`src/rtl/spi_master_arbiter.sv`:
```
// Two-requester SPI master (mode 0, MSB first) with a single shared serial port.
// Define SPI_ARB_ROUND_ROBIN_EN for round-robin contention; otherwise requester 0 always wins.
module spi_master_arbiter #(
  parameter int CLK_DIV = 2
) (
  input  logic       clk,
  input  logic       clr,
  input  logic       req0,
  input  logic       req1,
  input  logic [7:0] tx_data0,
  input  logic [7:0] tx_data1,
  output logic       gnt0,
  output logic       gnt1,
  output logic       done0,
  output logic       done1,
  output logic [7:0] rx_data,
  output logic       busy,
  output logic       s_clk,
  output logic       cs,
  output logic       mosi,
  input  logic       miso
);

  typedef enum logic [2:0] {
    ST_IDLE  = 3'd0,
    ST_SETUP = 3'd1,
    ST_SHIFT = 3'd2,
    ST_HOLD  = 3'd3,
    ST_DONE  = 3'd4
  } state_t;

  localparam logic [7:0] DIV_LAST = 8'(CLK_DIV - 1);

  state_t     state_r, state_n;
  logic [7:0] cnt_r, cnt_n;
  logic [2:0] bit_r, bit_n;
  logic [6:0] tx_sh_r, tx_sh_n;
  logic [7:0] rx_sh_r, rx_sh_n;
  logic [7:0] rx_data_r, rx_data_n;
  logic       owner_r, owner_n;
  logic       cs_r, cs_n;
  logic       s_clk_r, s_clk_n;
  logic       mosi_r, mosi_n;
  logic       busy_r, busy_n;
  logic       gnt0_r, gnt0_n;
  logic       gnt1_r, gnt1_n;
  logic       done0_r, done0_n;
  logic       done1_r, done1_n;
  logic       win1_s;

`ifdef SPI_ARB_ROUND_ROBIN_EN
  // prio_r names the requester that wins the next contention
  logic prio_r, prio_n;

  // Winner selection: round robin on contention
  always_comb begin
    if (req0 && req1) begin
      win1_s = prio_r;
    end else begin
      win1_s = req1;
    end
  end

  // Priority pointer register
  always_ff @(posedge clk or negedge clr) begin
    if (!clr) begin
      prio_r <= 1'b0;
    end else begin
      prio_r <= prio_n;
    end
  end
`else
  // Winner selection: requester 0 has fixed priority
  always_comb begin
    win1_s = req1 & ~req0;
  end
`endif

  // Next-state and next-output logic
  always_comb begin
    state_n   = state_r;
    cnt_n     = cnt_r;
    bit_n     = bit_r;
    tx_sh_n   = tx_sh_r;
    rx_sh_n   = rx_sh_r;
    rx_data_n = rx_data_r;
    owner_n   = owner_r;
    cs_n      = cs_r;
    s_clk_n   = s_clk_r;
    mosi_n    = mosi_r;
    busy_n    = busy_r;
    gnt0_n    = 1'b0;
    gnt1_n    = 1'b0;
    done0_n   = 1'b0;
    done1_n   = 1'b0;
`ifdef SPI_ARB_ROUND_ROBIN_EN
    prio_n    = prio_r;
`endif
    case (state_r)
      ST_IDLE: begin
        if (req0 || req1) begin
          state_n = ST_SETUP;
          cnt_n   = DIV_LAST;
          owner_n = win1_s;
          tx_sh_n = win1_s ? tx_data1[6:0] : tx_data0[6:0];
          mosi_n  = win1_s ? tx_data1[7] : tx_data0[7];
          cs_n    = 1'b0;
          busy_n  = 1'b1;
          gnt0_n  = ~win1_s;
          gnt1_n  = win1_s;
`ifdef SPI_ARB_ROUND_ROBIN_EN
          prio_n  = ~win1_s;
`endif
        end else begin
          cs_n    = 1'b1;
          s_clk_n = 1'b0;
          busy_n  = 1'b0;
          mosi_n  = 1'b0;
        end
      end
      ST_SETUP: begin
        if (cnt_r == 8'd0) begin
          state_n = ST_SHIFT;
          cnt_n   = DIV_LAST;
          bit_n   = 3'd7;
        end else begin
          cnt_n = cnt_r - 8'd1;
        end
      end
      ST_SHIFT: begin
        // each bit: CLK_DIV cycles low, then CLK_DIV cycles high
        if (cnt_r != 8'd0) begin
          cnt_n = cnt_r - 8'd1;
        end else if (!s_clk_r) begin
          s_clk_n = 1'b1;
          cnt_n   = DIV_LAST;
          rx_sh_n = {rx_sh_r[6:0], miso};
        end else begin
          s_clk_n = 1'b0;
          cnt_n   = DIV_LAST;
          if (bit_r == 3'd0) begin
            state_n = ST_HOLD;
          end else begin
            bit_n   = bit_r - 3'd1;
            mosi_n  = tx_sh_r[6];
            tx_sh_n = {tx_sh_r[5:0], 1'b0};
          end
        end
      end
      ST_HOLD: begin
        if (cnt_r == 8'd0) begin
          state_n   = ST_DONE;
          cs_n      = 1'b1;
          mosi_n    = 1'b0;
          rx_data_n = rx_sh_r;
          done0_n   = ~owner_r;
          done1_n   = owner_r;
        end else begin
          cnt_n = cnt_r - 8'd1;
        end
      end
      ST_DONE: begin
        state_n = ST_IDLE;
        cs_n    = 1'b1;
        s_clk_n = 1'b0;
        busy_n  = 1'b0;
      end
      default: begin
        state_n = ST_IDLE;
        cs_n    = 1'b1;
        s_clk_n = 1'b0;
        busy_n  = 1'b0;
        mosi_n  = 1'b0;
      end
    endcase
  end

  // State, datapath and registered outputs
  always_ff @(posedge clk or negedge clr) begin
    if (!clr) begin
      state_r   <= ST_IDLE;
      cnt_r     <= 8'd0;
      bit_r     <= 3'd0;
      tx_sh_r   <= 7'd0;
      rx_sh_r   <= 8'd0;
      rx_data_r <= 8'd0;
      owner_r   <= 1'b0;
      cs_r      <= 1'b1;
      s_clk_r   <= 1'b0;
      mosi_r    <= 1'b0;
      busy_r    <= 1'b0;
      gnt0_r    <= 1'b0;
      gnt1_r    <= 1'b0;
      done0_r   <= 1'b0;
      done1_r   <= 1'b0;
    end else begin
      state_r   <= state_n;
      cnt_r     <= cnt_n;
      bit_r     <= bit_n;
      tx_sh_r   <= tx_sh_n;
      rx_sh_r   <= rx_sh_n;
      rx_data_r <= rx_data_n;
      owner_r   <= owner_n;
      cs_r      <= cs_n;
      s_clk_r   <= s_clk_n;
      mosi_r    <= mosi_n;
      busy_r    <= busy_n;
      gnt0_r    <= gnt0_n;
      gnt1_r    <= gnt1_n;
      done0_r   <= done0_n;
      done1_r   <= done1_n;
    end
  end

  assign gnt0    = gnt0_r;
  assign gnt1    = gnt1_r;
  assign done0   = done0_r;
  assign done1   = done1_r;
  assign rx_data = rx_data_r;
  assign busy    = busy_r;
  assign s_clk   = s_clk_r;
  assign cs      = cs_r;
  assign mosi    = mosi_r;

endmodule

```
`config.mk`:
```
export PLATFORM = sky130hd
export DESIGN_NAME = spi_master_arbiter
export DESIGN_NICKNAME = d
export VERILOG_FILES = /design/src/rtl/spi_master_arbiter.sv
export SDC_FILE = /design/constraint.sdc
export NUM_CORES = 1
export LEC_CHECK = 0
export ABC_AREA = 0
export CORE_MARGIN = 5
export CORE_UTILIZATION = 43
export DETAILED_ROUTE_END_ITERATION = 16
export GPL_TIMING_DRIVEN = 0
export MAX_ROUTING_LAYER = met4
export PLACE_DENSITY = 0.69
export SYNTH_ARGS = -nofsm -noshare
export SYNTH_HDL_FRONTEND = slang
export SYNTH_SLANG_ARGS = --single-unit
```
`constraint.sdc`:
```
create_clock -name clk -period 2.4 [get_ports clk]
set_clock_uncertainty 0.05 [all_clocks]
set_input_delay 0.36 -clock clk [delete_from_list [all_inputs] [get_ports clk]]
set_output_delay 0.36 -clock clk [all_outputs]
set_load 0.01 [all_outputs]
```
* After elaboration in Yosys (flattened, before gate mapping) *
Index checks and enable logic that the tools add are counted.

operators by class
  add/sub/neg operators = 2
  equality and inequality tests = 13
  mux-type cells = 47
  bitwise operators = 9
  reductions and logical operators = 22

operators by type and width
  operator             number
  $mux 7               5
  $mux 8               4
  $pmux 8 s4           1
  $mux 3               10
  $mux 1               20
  $ne 2x2->1 const B   9
  $reduce_and 5->1     3
  $pmux 7 s2           1
  $pmux 3 s4           1
  $reduce_and 3->1     3
  $logic_not 8->1      1
  $not 1->1            8
  $reduce_bool 8->1    1
  $sub 8x1->8 const B  1
  $eq 3x2->1 const B   2
  $logic_not 3->1      2
  $pmux 1 s3           2
  $pmux 3 s2           1
  $reduce_and 2->1     3
  $reduce_and 6->1     1
  $reduce_or 2->1      3
  $pmux 1 s4           1
  $reduce_bool 2->1    2
  $reduce_bool 4->1    1
  other kinds (7)      7

word-level totals
  register bits = 46
  input port bits = 21
  output and inout bits = 16
  logic and storage cells = 108

* Longest topological paths before layout *
Gate-level depths: netlist of the first run.

  depth in word-level cells = 5
  gate-level depth with buffers = 7
  mapped depth without buffers = 7

* Worst setup path before layout of the first run *
OpenSTA, ideal clock, no wires.

  path kind = register to register
  from = register cnt_r[0]
  to = register rx_data_r[1] (netlist: rx_data[1])
  library setup time = 125 ps
  data arrival time = 2048 ps
  data required time = 2225 ps
  path slack = 177 ps
  cell stages (with the launch flop) = 7
  path buffers = 1
  clock period less this slack = 2223 ps
  path through = dfrtp_1 inv_1 ha_1 or3b_2 or4_4 buf_6 mux2_4

between the ends
  word-level cells in the longest chain between the ends = 2

RTL lines
  what                               RTL line  RTL
  start: declaration                 35        logic [7:0] cnt_r, cnt_n;
  start signal: assignment           198       cnt_r <= cnt_n;
  $logic_not 8->1                    151       if (cnt_r == 8'd0) begin
  $reduce_and 2->1 (no source line)  --
  end signal: assignment             202       rx_data_r <= rx_data_n;
  end: declaration                   39        logic [7:0] rx_data_r, rx_data_n;

No other way between the ends.
A chain may end at the register's enable or synchronous reset.

* Worst setup path after layout of the first run *
Same ends and word-level chain as after synthesis.

==> flow_metrics.tcl, run 1 <==
set metrics [dict create \
    crit_path_max_incr_delay_ns 0.53 \
    hold_slack_ns 0.396 \
    pin_count 37 \
    cap_violations 0 \
    synthFlopType "dfrtp_1" \
    firstDrtPassIters 4 \
    ys_ff_latch 46 \
    p_per_area_mw_per_mm2 483 \
    syn_nets 237 \
    vias 1733 \
    drive_gt1_share_pct 18.5 \
    grtUsageMet1_pct 18.1 \
    fmax_mhz 439 \
    grt_max_degree 30 \
    yosys.area.top_type "dfrtp_1" \
    cts_buffer_depth 2 \
    syn_inst 212 \
    cts_tree "yes" \
    grt_pass1_wl_um 7970 \
    gp_congestion 0.839 \
    finalCriticalPeriod_ns 2.28 \
    status "completed" \
    slowest_stage "or4_4" \
    drt_wl_total_um 4530 \
    io_buffers 36 \
    nets 283 \
    die_h_um 83.7 \
    htreeDepth 2 \
    drcViolationCount 0 \
    finalCritPeriodShare_pct 95.0 \
    synth_seq_area_share_pct 49.4 \
    initial_core_util_pct 44.9 \
    post_drt_wl_per_cell_um 13.8 \
    cts_made_buffers 5 \
    detail_route.iter0.violations 73 \
    hold_viol_final 0 \
    setup_tns_ns 0 \
    die_x_um 83.7 \
    core_mm2 0.00520 \
    relSlewSlack_pct 60.4 \
    worst_pin_slew_ns 0.594 \
    cellLeakagePower_uw 0.00143 \
    top_usage_layer "met2" \
    finalSetupViolations 0 \
    clkTransAtPathRegs_ns 0.09 \
    rows 26 \
    grt.overflow.total 0 \
    cts.sinks 46 \
    syn_to_final_growth_pct 26.4 \
    antenna_found_initial 0 \
    grt_usage_pct 14.2 \
    insertion_delay_ns 0.30 \
    antenna_cells 0 \
    cp_cell_sequence "inv_1, ha_1, or3b_4, or4_4, buf_6, mux2_4" \
    ant_nets 0 \
    start_kind "flop" \
    grt_pass1_vias 1721 \
    yosysWarnings 0 \
    finalMaxSlewViolations 0 \
    synth-edff-count 0 \
    path_delay_family "simple AND/OR/NAND/NOR gates" \
    required_ns 2.54 \
    synthTopCellsByArea "dfrtp_1 48%, mux2_2 8.2%, mux2i_1 3.9%" \
    met2_usage_pct 21.9 \
    ir_drop_v 0.000243 \
    cp_max_fo 10 \
    synth_cell_types 46 \
    mappedNetlistArea_mm2 0.00233 \
    async_reset_ff_share_pct 100 \
    vias_per_cell 5.27 \
    crit_path_end_kind "flop" \
    dpl.hpwl_um 3380 \
    yosysTopAreaCellShare_pct 48.2 \
    cp.buffers_inverters 2 \
    grtUsageMet3_pct 4.05 \
    cts_root_buffer "clkbuf_8" \
    rsz0062_at_grt "no" \
    crit_arrival_ns 2.42 \
    syn-mean-instance-area_um2 11.0 \
    die_area_mm2 0.00700 \
    hp-class "flop to flop" \
    critPathKind "flop to flop" \
]
[cells in the mapped netlist (all sizes together), types with 3 or more instances]
library cell and number:
nand3 4, nor3 6, nor2 21, or4 7, mux2 23, clkbuf 6
nand2 7, o21ai 5, ha 4, mux2i 9, buf 3, nor2b 3
inv 13, o31ai 6, dfrtp 45, a21o 3, or3 3, a21oi 16
[worst register-to-register path: cells and delay by family, from the launching register on]
kind	cells	cell delay [ns]
adders and majority gates	1	0.18
buffers and inverters	2	0.28
DFF	1	0.43
muxes	1	0.30
and+or+nand+nor	2	0.94
[report_power, final]
group	leakage [uW]	internal (uW)	switching [uW]
Combinational	0.000770	42.2	30.7
Sequential	0.000601	774	0
Clock	0.0000585	312	265
[flip-flops by register name (all words and copies together) (netlist names), 3 cells and up]
| register | count |
|---|---|
| cnt_r | 8 |
| rx_data | 8 |
| bit_r | 3 |
| tx_sh_r | 7 |
| rx_sh_r | 8 |
| state_r | 3 |
[layout make-up]
class,count,area (um2)
Buffer,9,43.8
Clock buffer,5,68.8
Clock inverter,3,43.8
Fill cell,469,2250
Inverter,13,48.8
Multi-Input combinational cell,144,1110
Sequential cell,46,1150
Tap cell,70,87.6
Timing Repair Buffer,39,393
[stage by stage]
step | total power, uW | cell area [um2] | std cells | setup slack [ns] | util (%)
2_1_floorplan | 808 | 2330 | 212 | 0.177 | -
4_1_cts | 1440 | 2930 | 329 | 0.0180 | 56.3
5_1_grt | 1480 | 2950 | 329 | 0.0227 | 56.7
6_report | 1420 | 2950 | 329 | 0.120 | 56.7
3_5_place_dp | 863 | 2800 | 319 | -0.187 | 53.8
3_3_place_gp | 860 | 2780 | 318 | -0.357 | 53.5
[metal layers]
metal	part of all wire, %	vias to the layer above
met3	5.5	6
li1	-	860
met1	47	830
met2	46	37
met4	1.2	0
met5	0	-
[logic make-up (layout without fill, tap and decap cells)]
family	after synthesis	count (layout)	synth area share (%)
simple gates	64	64	16.4
flops	46	46	49.4
compound gates	42	42	11.5
mux	32	32	15.9
buf+inv	22	69	3.97
fa+ha+maj	4	4	2.14
xor+xnor	2	2	0.750
[placed cells by master, fill, tap and decap left out, types with 2 or more instances in the layout]
master / n
a21o_1: 3
a21oi_1: 16
a22oi_1: 2
and2_1: 2
buf_2: 3
clkbuf_1: 6
clkbuf_8: 5
clkdlybuf4s50_1: 35
dfrtp_1: 45
ha_1: 4
inv_1: 13
mux2_2: 17
mux2_4: 6
mux2i_1: 9
nand2_1: 6
nand2b_1: 2
nand3_1: 4
nor2_1: 21
nor2b_1: 3
nor3_1: 6
o21ai_0: 5
o31ai_1: 6
or3_1: 3
or4_1: 4
or4_4: 2
[worst paths after layout]
check | endpoint | slack (ns) | start | cells past startpoint
max reg2reg | rx_data[1] | 0.12 | cnt_r[0] | 6
min reg2reg | done0 | 0.40 | owner_r | 1
max | rx_data[1] | 0.12 | cnt_r[0] | 6
min | done0 | 0.40 | owner_r | 1
min in group asynchronous | tx_sh_r[4] | 0.48 | clr | 2
max in group asynchronous | cs | 1.26 | clr | 3
[repair_timing]
action | CTS | global route
pin swaps | 1 | 0
hold buffers | 1 | 0
resized for setup | 1 | 4
setup endpoints to repair | 14 | 16
hold endpoints to repair | 17 | 0
setup buffers | 1 | 0
No activity file was read; power rests on OpenSTA's default activity.
==> run 2: changes to the inputs <==
CORE_MARGIN = 2   (was 5)
PLACE_DENSITY = 0.66   (was 0.69)
clock period = 2.7 ns   (was 2.4 ns; I/O delays follow)
==> flow_metrics.tcl, run 2 (same netlist as run 1, synthesis figures left out) <==
set metrics [dict create \
    hp-class "flop to flop" \
    cts.sinks 46 \
    rsz0062_at_grt "no" \
    crit_path_end_kind "flop" \
    finalMaxSlewViolations 0 \
    die_h_um 77.7 \
    worst_pin_slew_ns 0.881 \
    dpl.hpwl_um 3280 \
    cts_root_buffer "clkbuf_8" \
    cp_max_fo 8 \
    finalPower_uw 1190 \
    critPathKind "flop to flop" \
    seq_area_mm2 0.00115 \
    final_util_pct 56.2 \
    reg2reg_from "cnt_r[0]" \
    vias 1754 \
    cts_buffer_depth 2 \
    finalNonFillerCells 328 \
    status "completed" \
    placedCellCount 319 \
    crit_arrival_ns 2.52 \
    cap_violations 0 \
    multi_input_area_mm2 0.00109 \
    insertion_delay_ns 0.30 \
    vias_per_cell 5.35 \
    cts_made_buffers 5 \
    die_x_um 77.7 \
    post_cts_buffers 0 \
    finalCritPeriodShare_pct 88.1 \
    cellLeakagePower_uw 0.00140 \
    drcViolationCount 0 \
    layout_common_cells "45 x dfrtp_1, 35 x clkdlybuf4s50_1, 21 x nor2_1" \
    p_per_area_mw_per_mm2 411 \
    reg2reg_slack_ns 0.32 \
    gp_congestion 0.828 \
    holdPathEnd "done0" \
    drt_wl_total_um 4510 \
    pin_count 37 \
    relSlewSlack_pct 40.9 \
    clkTransAtPathRegs_ns 0.10 \
    rows 26 \
    antenna_found_initial 0 \
    hold_depth 1 \
    antenna_cells 0 \
    ir_drop_v 0.000234 \
    final_common_cell "dfrtp_1" \
    start_kind "flop" \
    io_buffers 36 \
    die_area_mm2 0.00603 \
    grt_pass1_wl_um 7850 \
    grt_max_degree 33 \
    syn_to_final_growth_pct 24.5 \
    reg2reg_to "rx_sh_r[0]" \
    grt_pass1_vias 1701 \
    finalCriticalPeriod_ns 2.38 \
    detail_route.iter0.violations 94 \
    reg2regPathDepth 6 \
    setup_tns_ns 0 \
    core_mm2 0.00517 \
    nets 282 \
    fmax_mhz 420 \
    drive_gt1_share_pct 17.4 \
    htreeDepth 2 \
    cts_tree "yes" \
    post_drt_wl_per_cell_um 13.7 \
    min-delay-start "owner_r" \
    hold_viol_final 0 \
    finalSetupViolations 0 \
    grt_usage_pct 16.7 \
    initial_core_util_pct 45.1 \
    required_ns 2.84 \
    ant_nets 0 \
    firstDrtPassIters 4 \
    grt.overflow.total 0 \
    fillers 443 \
]
-- run 2: worst max-delay path, stage by stage, from the launching register on --
cell,delay [ns]
dfrtp_1,0.43
inv_1,0.10
ha_1,0.18
nor3b_2,0.31
nand2_1,0.23
nor4b_4,0.58
mux2_2,0.40
-- run 2: cell type report --
cell class | instances | area share [%]
Buffer | 9 | 1.51
Clock buffer | 5 | 2.37
Clock inverter | 3 | 0.861
Inverter | 13 | 1.68
Multi-Input combinational cell | 144 | 37.7
Sequential cell | 46 | 39.6
Tap cell | 70 | 3.01
Timing Repair Buffer | 38 | 13.3
-- run 2: what timing repair did --
item	CTS	global route
endpoints found under the hold margin	14	0
resized for setup	0	1
setup endpoints to repair	0	8
hold buffers	1	0
-- run 2: routing by layer --
layer / part of all wire (%) / wire [um] / up-vias / GRT usage, %
li1: - / - / 854 / -
met1: 48 / 2180 / 859 / 22.0
met2: 47 / 2100 / 37 / 25.6
met3: 4.1 / 187 / 4 / 3.95
met4: 1.0 / 46 / 0 / 5.71
met5: 0 / 0 / - / -
-- run 2: how the worst max path moves through the flow --
stage               startpoint    endpoint  slack, ns  depth (start not counted)
floorplan             cnt_r[0]  rx_data[1]       0.48                          6
CTS                   cnt_r[0]  rx_sh_r[5]       0.06                          6
global route          cnt_r[0]  rx_sh_r[1]       0.17                          6
detailed placement    cnt_r[0]  rx_sh_r[5]       0.08                          6
global placement           clr    cnt_r[2]      -0.13                          1
finish                cnt_r[0]  rx_sh_r[0]       0.32                          6
-- run 2: report_power, final --
part	leakage, uW	switching (uW)	internal (uW)
registers	0.000601	0	688
logic	0.000760	27.5	37.5
clock network	0.0000447	254	187
total	0.00140	281	913
-- run 2: through the flow --
step | setup WS (ns) | cell area [um2] | hold slack [ns]
final | 0.321 | 2910 | 0.375
after CTS | 0.0630 | 2900 | 0.376
after global routing | 0.171 | 2910 | 0.403
after global placement | -0.125 | 2780 | 0.360
after detailed placement | 0.0831 | 2800 | 0.295
after floorplan | 0.477 | 2330 | 0.0594
